===== src/rtl/phase_shaper_pdm_pkg.sv =====
// Shared types and default widths for the phase shaper / PDM output stage.
//   wave_e      : waveform select carried on cfg_wave
//   cfg_state_e : config handshake FSM states
package phase_shaper_pdm_pkg;

    localparam int unsigned DEF_PHASE_WIDTH  = 16;
    localparam int unsigned DEF_SAMPLE_WIDTH = 8;
    localparam int unsigned DEF_AMP_WIDTH    = 8;

    typedef enum logic [1:0] {
        WAVE_OFF    = 2'd0,
        WAVE_SAW    = 2'd1,
        WAVE_TRI    = 2'd2,
        WAVE_SQUARE = 2'd3
    } wave_e;

    typedef enum logic {
        IDLE    = 1'b0,
        PENDING = 1'b1
    } cfg_state_e;

endpackage


===== src/rtl/phase_shaper_pdm_pdm_modulator.sv =====
// First-order delta-sigma modulator: turns a held multi-bit sample into a
// 1-bit density stream whose long-run duty is sample / 2^SAMPLE_WIDTH.
//   clk, rst : clock, asynchronous active-high reset
//   sample   : level to modulate, sampled every cycle
//   pdm_out  : registered carry of the accumulator
module pdm_modulator #(
    parameter int unsigned SAMPLE_WIDTH = 8
) (
    input  logic                    clk,
    input  logic                    rst,
    input  logic [SAMPLE_WIDTH-1:0] sample,
    output logic                    pdm_out
);

    logic [SAMPLE_WIDTH-1:0] acc_q;
    logic                    pdm_q;
    logic [SAMPLE_WIDTH:0]   sum;

    // The carry out of the wrapping accumulator is the output bit.
    assign sum = {1'b0, acc_q} + {1'b0, sample};

    always_ff @(posedge clk or posedge rst) begin
        if (rst) begin
            acc_q <= '0;
            pdm_q <= 1'b0;
        end else begin
            acc_q <= sum[SAMPLE_WIDTH-1:0];
            pdm_q <= sum[SAMPLE_WIDTH];
        end
    end

    assign pdm_out = pdm_q;

endmodule


===== src/rtl/phase_shaper_pdm.sv =====
// Waveform shaper + amplitude scaler + PDM output for a phase accumulator.
// Config (wave, amp) is accepted over valid/ready and only takes effect at a
// phase wrap (or immediately while the output is OFF), so a period is never cut.
//   clk, rst     : clock, asynchronous active-high reset
//   phase_in     : phase word, qualified by phase_valid (no back-pressure)
//   cfg_valid/cfg_ready, cfg_wave, cfg_amp : config handshake
//   sample_out   : scaled sample, updated with a one-cycle sample_valid strobe
//   pdm_out      : 1-bit delta-sigma rendering of sample_out
module phase_shaper_pdm
    import phase_shaper_pdm_pkg::*;
#(
    parameter int unsigned PHASE_WIDTH  = DEF_PHASE_WIDTH,
    parameter int unsigned SAMPLE_WIDTH = DEF_SAMPLE_WIDTH,
    parameter int unsigned AMP_WIDTH    = DEF_AMP_WIDTH
) (
    input  logic                    clk,
    input  logic                    rst,
    input  logic [PHASE_WIDTH-1:0]  phase_in,
    input  logic                    phase_valid,
    input  logic                    cfg_valid,
    output logic                    cfg_ready,
    input  logic [1:0]              cfg_wave,
    input  logic [AMP_WIDTH-1:0]    cfg_amp,
    output logic [SAMPLE_WIDTH-1:0] sample_out,
    output logic                    sample_valid,
    output logic                    pdm_out
);

    localparam int unsigned ProdWidth = SAMPLE_WIDTH + AMP_WIDTH;

    // ---------------- config FSM ----------------
    cfg_state_e             state_q, state_d;
    wave_e                  active_wave_q, pend_wave_q;
    logic [AMP_WIDTH-1:0]   active_amp_q, pend_amp_q;
    logic                   load_pend, apply_pend;
    logic                   prev_msb_q;
    logic                   phase_msb;
    logic                   wrap;

    assign phase_msb = phase_in[PHASE_WIDTH-1];
    assign wrap      = phase_valid && prev_msb_q && !phase_msb;
    assign cfg_ready = (state_q == IDLE);

    always_comb begin
        state_d    = state_q;
        load_pend  = 1'b0;
        apply_pend = 1'b0;
        unique case (state_q)
            IDLE: begin
                if (cfg_valid) begin
                    load_pend = 1'b1;
                    state_d   = PENDING;
                end
            end
            PENDING: begin
                // Nothing audible to glitch while OFF, so apply right away.
                if (active_wave_q == WAVE_OFF || wrap) begin
                    apply_pend = 1'b1;
                    state_d    = IDLE;
                end
            end
            default: state_d = IDLE;
        endcase
    end

    always_ff @(posedge clk or posedge rst) begin
        if (rst) begin
            state_q       <= IDLE;
            pend_wave_q   <= WAVE_OFF;
            pend_amp_q    <= '0;
            active_wave_q <= WAVE_OFF;
            active_amp_q  <= '0;
            prev_msb_q    <= 1'b0;
        end else begin
            state_q <= state_d;
            if (load_pend) begin
                pend_wave_q <= wave_e'(cfg_wave);
                pend_amp_q  <= cfg_amp;
            end
            if (apply_pend) begin
                active_wave_q <= pend_wave_q;
                active_amp_q  <= pend_amp_q;
            end
            if (phase_valid) begin
                prev_msb_q <= phase_msb;
            end
        end
    end

    // ---------------- stage 1: shaping ----------------
    logic [SAMPLE_WIDTH-1:0] shaped;
    logic [SAMPLE_WIDTH-1:0] tri_t;
    logic                    unused_phase_bits;

    assign tri_t             = phase_in[PHASE_WIDTH-2 -: SAMPLE_WIDTH];
    assign unused_phase_bits = ^phase_in[PHASE_WIDTH-SAMPLE_WIDTH-2:0];

    always_comb begin
        shaped = '0;
        unique case (active_wave_q)
            WAVE_OFF:    shaped = '0;
            WAVE_SAW:    shaped = phase_in[PHASE_WIDTH-1 -: SAMPLE_WIDTH];
            WAVE_TRI:    shaped = phase_msb ? ~tri_t : tri_t;
            WAVE_SQUARE: shaped = phase_msb ? '1 : '0;
            default:     shaped = '0;
        endcase
    end

    logic [SAMPLE_WIDTH-1:0] s1_sample_q;
    logic [AMP_WIDTH-1:0]    s1_amp_q;
    logic                    s1_valid_q;

    // Amp travels with its sample: the wrap sample keeps the old amp even
    // though the active registers change on the same edge.
    always_ff @(posedge clk or posedge rst) begin
        if (rst) begin
            s1_sample_q <= '0;
            s1_amp_q    <= '0;
            s1_valid_q  <= 1'b0;
        end else begin
            s1_valid_q <= phase_valid;
            if (phase_valid) begin
                s1_sample_q <= shaped;
                s1_amp_q    <= active_amp_q;
            end
        end
    end

    // ---------------- stage 2: scaling ----------------
    logic [ProdWidth-1:0]    prod;
    logic [SAMPLE_WIDTH-1:0] scaled;
    logic [SAMPLE_WIDTH-1:0] sample_q;
    logic                    sample_valid_q;

    assign prod   = {{AMP_WIDTH{1'b0}}, s1_sample_q} * {{SAMPLE_WIDTH{1'b0}}, s1_amp_q};
    assign scaled = SAMPLE_WIDTH'(prod >> AMP_WIDTH);

    always_ff @(posedge clk or posedge rst) begin
        if (rst) begin
            sample_q       <= '0;
            sample_valid_q <= 1'b0;
        end else begin
            sample_valid_q <= s1_valid_q;
            if (s1_valid_q) begin
                sample_q <= scaled;
            end
        end
    end

    assign sample_out   = sample_q;
    assign sample_valid = sample_valid_q;

    // ---------------- PDM ----------------
    pdm_modulator #(
        .SAMPLE_WIDTH (SAMPLE_WIDTH)
    ) u_pdm (
        .clk     (clk),
        .rst     (rst),
        .sample  (sample_q),
        .pdm_out (pdm_out)
    );

endmodule


===== config.mk =====
export PLATFORM = sky130hd
export DESIGN_NAME = phase_shaper_pdm
export DESIGN_NICKNAME = d
export VERILOG_FILES = /design/src/rtl/phase_shaper_pdm_pkg.sv /design/src/rtl/phase_shaper_pdm_pdm_modulator.sv /design/src/rtl/phase_shaper_pdm.sv
export SDC_FILE = /design/constraint.sdc
export NUM_CORES = 1
export LEC_CHECK = 0
export BUFFER_PORTS_ARGS = -buffer_cell sky130_fd_sc_hd__clkbuf_2
export CAP_MARGIN = 5
export CORE_AREA = 4 4 166 104
export CTS_BUF_LIST = sky130_fd_sc_hd__clkbuf_8
export DETAILED_ROUTE_END_ITERATION = 7
export DIE_AREA = 0 0 170 108
export PLACE_DENSITY_LB_ADDON = 0.08
export SYNTH_ARGS = -nofsm -noshare
export SYNTH_HDL_FRONTEND = slang
export SYNTH_SLANG_ARGS = --single-unit

===== constraint.sdc =====
create_clock -name clk -period 4.9 [get_ports clk]
set_input_delay 0.98 -clock clk [delete_from_list [all_inputs] [get_ports clk]]
set_output_delay 0.98 -clock clk [all_outputs]
set_load 0.01 [all_outputs]

; ---- Word-level counts from Yosys, hierarchy flattened
; Index checks and enable logic that the tools add are counted.
[op_classes]
bitwise_logic = 2
n_addsub = 1
n_reduce_logical = 5
eq_ne = 3
mul = 1
muxes = 9
[op_table]
columns = op, n
row1 = case mux 8 bit (4 select lines), 1
row2 = multiplier 8 x 8 -> 16 bit, 1
row3 = two-way mux 8 bit, 2
row4 = adder 8 x 8 -> 9 bit, 1
row5 = inverter 8 bit, 1
row6 = two-way mux 1 bit, 5
row7 = == test 2 bit (second input constant), 2
row8 = == test 2 x 1 -> 1 bit (second input constant), 1
row9 = logical AND 1 bit, 2
row10 = zero test 2 bit, 1
row11 = case mux 1 bit (2 select lines), 1
row12 = zero test 1 bit, 1
row13 = logical OR 1 bit, 1
row14 = inverter 1 bit, 1
[totals]
word_cells = 34
output_inout_bits = 11
register_bits = 57
inputBits = 30

; ---- Depth between registers and ports, before layout
[depth]
word_depth = 5
depth_mapped = 16
mapped_depth_nobuf = 15

; ---- By module
; From an unflattened synthesis, not the netlist that was laid out.
[unflattened]
cells_unflattened = 432
area_unflattened_um2 = 4553.1
[modules_own_cells]
columns = module, seq_area_each_um2, cells_each, n_inst, area_per_inst_um2
row1 = phase_shaper_pdm, 1201.2, 380, 1, 4000.1
row2 = pdm_modulator, 225.2, 52, 1, 553.0

; ---- Least setup slack after synthesis
; Ideal clock, no wire load.
[synth_path]
kind = register to register
startpoint = register s1_sample_q[2]
endpoint = register sample_q[6], in the netlist sample_out[6]
path_slack_ps = 710
arrival_time_ps = 4063
n_path_buf = 1
synth_period_minus_slack_ps = 4190
stages_incl_launch_ff = 15
setup_time_ps = 126
required_time_ps = 4774
path_cell_list = dfrtp_1 > and2_1 > fa_1 > fa_1 > fa_1 > inv_1 > fa_1 > inv_1 > ha_1 > buf_6 > a21oi_2 > o21ai_1 > a311oi_2 > mux2i_1 > a311o_1
[synth_via]
elab_chain_len = 1
[synth_lines]
columns = element, line_no
row1 = "start, declared", phase_shaper_pdm.sv:109  ; logic [SAMPLE_WIDTH-1:0] s1_sample_q;
row2 = "start signal, assigned", phase_shaper_pdm.sv:123  ; s1_sample_q <= shaped;
row3 = multiplier 8 x 8 -> 16 bit, phase_shaper_pdm.sv:135  ; assign prod = {{AMP_WIDTH{1'b0}}, s1_sample_q} * {{SAMPLE_WIDTH{1'b0}}, s1_amp_q};
row4 = "end signal, assigned", phase_shaper_pdm.sv:145  ; sample_q <= scaled;
row5 = "end, declared", phase_shaper_pdm.sv:132  ; logic [SAMPLE_WIDTH-1:0] sample_q;
; Every way passes these cells.
; A chain may end at the register's enable or synchronous reset.

; ---- Worst setup path after layout
[layout_path]
startpoint = register s1_sample_q[4]
endpoint = register sample_q[3], in the netlist sample_out[3]
; Same word-level chain as after synthesis.

==> run summary <==
The number of gates resized after CTS was 0. The synthesized design contains 57 register bits. By area, the combinational part of the netlist is dominated by adder cells.

In the synthesized netlist the dominant register cell turns out to be sky130_fd_sc_hd__dfrtp_1. The final hold violation count is 0. After detailed routing, the number of vias per cell comes to 4.60. After floorplanning, the core was divided into 36 placement rows. Summing the areas of all compound-gate instances in the mapped netlist gives 11.3% of the synthesized area.

Once layout is done, the placed cells without fillers occupy 0.00526 mm2. The path class of the tightest hold or removal check is reg2reg. The half-perimeter wire length of the detailed placement result was 8190 um; the headroom to the max-slew limit was 40.6%. The clock passes through at most 2 buffers. The post-layout worst setup margin was 0.320 ns.

For the final database, setup skew stands at 0.0111 ns. The die is 108 um tall. The share of post-route cells with drive strength above 1 is 22.2%, and the worst path required time is 5.12 ns. Global routing finished with a remaining overflow of 0. Of the synthesized area, sequential elements account for 30.9%. For the number of H-tree levels, the log shows 3. The number of clock buffers added by TritonCTS is 9. OpenSTA, run right after detailed placement, puts the worst setup slack at 0.332 ns. The area of placed instances is 0.00501 mm2, and the adder and majority cell fraction of the synthesized area is 26.8%. During synthesis, Yosys emitted a total of 0 warnings.

The tools report the number of buffers added to fix hold violations after cts as 0. For the number of distinct library cell variants in the gate-level netlist after synthesis, the log shows 43. For this run, the post-layout net count is 589. The tools report the number of global-route vias before repair as 3,246.

Setup violations remaining at the end of the flow were counted as 0. For the final number of max-transition violations, the log shows 0. In this run the number of cells on the critical path is 13. Entering global routing, the biggest net connects 58 pins. The cell depth of the worst flop-to-flop path works out to 13.

The clock insertion delay at the later pin of the skew report is 0.34 ns, and the async set or reset register ratio after synthesis is 100%. The area of the core region is 0.0158 mm2. The transition at the pin with the smallest max-transition slack came out at 0.890 ns. The portion of synthesized area spent on multiplexers is 10.4%. For the met3 layer usage reported by global route, the log shows 3.25%. The area occupied by registers came out at 0.00143 mm2. In this run the horizontal extent of the chip is 170 um. The total negative slack for setup checks was 0 ns; the final critical-path required period was 4.58 ns.

Count of buffer and inverter cells on the critical path: 2. The signal on the critical path passes through and2_1 > fa_1 > fa_1 > fa_1 > inv_1 > fa_1 > inv_1 > ha_1 > and2_2 > o21ai_0 > o31a_1 > xnor2_1 > mux2_2. The post-synthesis net count came out at 551. Pin placement for this block handled 41 I/O pins. The gate count of the mapped netlist was 444; the met2 track utilization from global routing was 15.2%. The tools report the number of diodes as 0. The area enclosed by the die boundary was 0.0184 mm2. Post-route clock period utilization: 93.5%. The largest single stage delay on the critical path is 0.56 ns. The synthesis-to-finish area growth works out to 14.0%. Kind of end point of the critical path: a flop. The post-synthesis share of cell area spent on and, or, nand and nor gates was 12.9%; the detailed-routing iteration count for the pre-antenna-repair pass was 4. The xor and xnor area share after synthesis is 1.71%.

Cells fill 33.2% of the core in the end. The count of buffers added on input and output ports is 33. The kind of critical path was reg2reg. The cell occurring most often along the worst timing path was sky130_fd_sc_hd__fa_1. The count of antenna-violating nets left after detailed routing was 0; the average wire length per cell after detail routing was 14.9 um.

For this design, the sink count on the clock tree is 57. The tools report the kind of start point of the critical path as a flop. Counting the fill cells in the layout gives 1,609. Summing over every cut layer, the via total after detailed routing is 3,203. Counting flops with a built-in enable in the synthesized netlist gives 0. The highest-utilization routing layer at the global route stage was met1. After detailed routing, the total wire length is 10,400 um.

The tools report the initial antenna violation count as 0. CTS placed an instance of sky130_fd_sc_hd__clkbuf_8 at the clock tree root. The tools report the maximum operating frequency as 0.218 GHz. The slowest stage cell on the critical path was sky130_fd_sc_hd__fa_1. The family of cells with the greatest summed delay on the critical path is adder cells. Along the worst path, the maximum fanout reaches 9. In the global route stage, met1 resource usage came out at 20.2%. The flow ran to the end, and the final reports show no timing, DRC or antenna violations. After detailed routing, the number of remaining DRC violations is 0.

The clock slew seen by the registers of the worst setup and hold paths came out at 0.08 ns. Across the run, the number of max-cap violations was 0. Global routing used 12.1% of the available tracks across all layers.

The number of setup buffers added after CTS is 0. A synthesized cell averages 10.4 um2. Data on the critical path arrives at its endpoint at 4.80 ns. Once the floorplan was initialized, standard cells occupied 29.2% of the core. The run gives 17,300 um as the wire length of the first global-routing pass. At the end of routability-driven placement, the weighted congestion stood at 0.809. For the combined area of the multi-input logic cells, the log shows 0.00291 mm2. Setup repair after global routing left no endpoint under its margin. The mapped netlist covers 0.00461 mm2.

TritonCTS built the clock tree. Number of stages on the worst hold path: 1. The number of DRC markers in iteration 0 was 193.
## registers in the layout, summed over array words and instances, names as in the netlist
name / count
active_amp_q: 8
pend_amp_q: 8
s1_amp_q: 8
s1_sample_q: 8
sample_out: 8
u_pdm.acc_q: 8
active_wave_q: 2
pend_wave_q: 2
prev_msb_q: 1
s1_valid_q: 1
sample_valid: 1
state_q: 1
u_pdm.pdm_out: 1
## per-layer routing
metal | vias up | wire length, um | share of wire (%)
met4 | 0 | 59 | 0.57
met5 | - | 0 | 0
met3 | 4 | 540 | 5.2
li1 | 1571 | - | -
met2 | 53 | 3870 | 37
met1 | 1575 | 5900 | 57
## final timing paths
kind	from	endpoint	slack, ns
max in group asynchronous	rst	pend_amp_q[3]$_DFFE_PP0P_	3.57
worst max-delay path	s1_sample_q[4]$_DFFE_PP0P_	sample_out[3]$_DFFE_PP0P_	0.32
worst min register to register	u_pdm.acc_q[0]$_DFF_PP0_	u_pdm.acc_q[0]$_DFF_PP0_	0.47
min in group asynchronous	rst	sample_valid$_DFF_PP0_	0.84
worst max register to register	s1_sample_q[4]$_DFFE_PP0P_	sample_out[3]$_DFFE_PP0P_	0.32
worst min-delay path	u_pdm.acc_q[0]$_DFF_PP0_	u_pdm.acc_q[0]$_DFF_PP0_	0.47
## area by class of cell
| cell class | count | area share, % |
|---|---|---|
| clock buffer | 10 | 2.62 |
| clock inverter | 6 | 2.02 |
| inverter | 53 | 3.78 |
| multi-input combinational | 321 | 55.3 |
| sequential | 57 | 27.1 |
| tap | 209 | 4.98 |
| timing repair buffer | 40 | 4.14 |
## cells by family after synthesis
family,after synthesis
and+or+nand+nor,112
AOI/OAI and AO/OA,80
adders and majority gates,77
buffers and inverters,66
DFF,57
muxes,43
xor gates and xnor gates,9
## synth_stat cells, types with 3 or more instances
| library cell | count | area, um2 |
|---|---|---|
| sky130_fd_sc_hd__and2_1 | 44 | 275 |
| sky130_fd_sc_hd__inv_1 | 53 | 199 |
| sky130_fd_sc_hd__mux2_2 | 40 | 450 |
| sky130_fd_sc_hd__o21a_1 | 7 | 52.6 |
| sky130_fd_sc_hd__o21ai_0 | 17 | 85.1 |
| sky130_fd_sc_hd__and2_2 | 7 | 52.6 |
| sky130_fd_sc_hd__ha_1 | 41 | 513 |
| sky130_fd_sc_hd__a21oi_2 | 3 | 26.3 |
| sky130_fd_sc_hd__a21oi_1 | 18 | 90.1 |
| sky130_fd_sc_hd__xnor2_1 | 9 | 78.8 |
| sky130_fd_sc_hd__clkbuf_1 | 8 | 30.0 |
| sky130_fd_sc_hd__nand2_1 | 24 | 90.1 |
| sky130_fd_sc_hd__fa_1 | 36 | 721 |
| sky130_fd_sc_hd__a31oi_1 | 4 | 25.0 |
| sky130_fd_sc_hd__o31ai_1 | 3 | 22.5 |
| sky130_fd_sc_hd__mux2i_1 | 3 | 30.0 |
| sky130_fd_sc_hd__a22oi_1 | 8 | 60.1 |
| sky130_fd_sc_hd__dfrtp_1 | 57 | 1430 |
| sky130_fd_sc_hd__nor2_1 | 24 | 90.1 |
| sky130_fd_sc_hd__a21boi_0 | 3 | 22.5 |
## stage by stage
step                hold WS, ns  std cells
floorplan                 0.438        444
global placement          0.454        680
detailed placement        0.460        680
CTS                       0.478        696
global route              0.495        696
finish                    0.470        696
## cell usage in the layout (no fill, tap or decap), drive strengths merged, types with 7 or more instances in the layout
cell / count
clkbuf: 43
buf: 7
ha: 41
mux2: 40
o21ai: 19
a22oi: 8
fa: 36
nor2: 24
o21a: 7
dfrtp: 57
and2: 51
xnor2: 9
inv: 54
a21oi: 21
nand2: 24
Power is left out: the tool's default activity adds up to more than one toggle a clock period on the data nets, which glitch-free logic cannot reach.
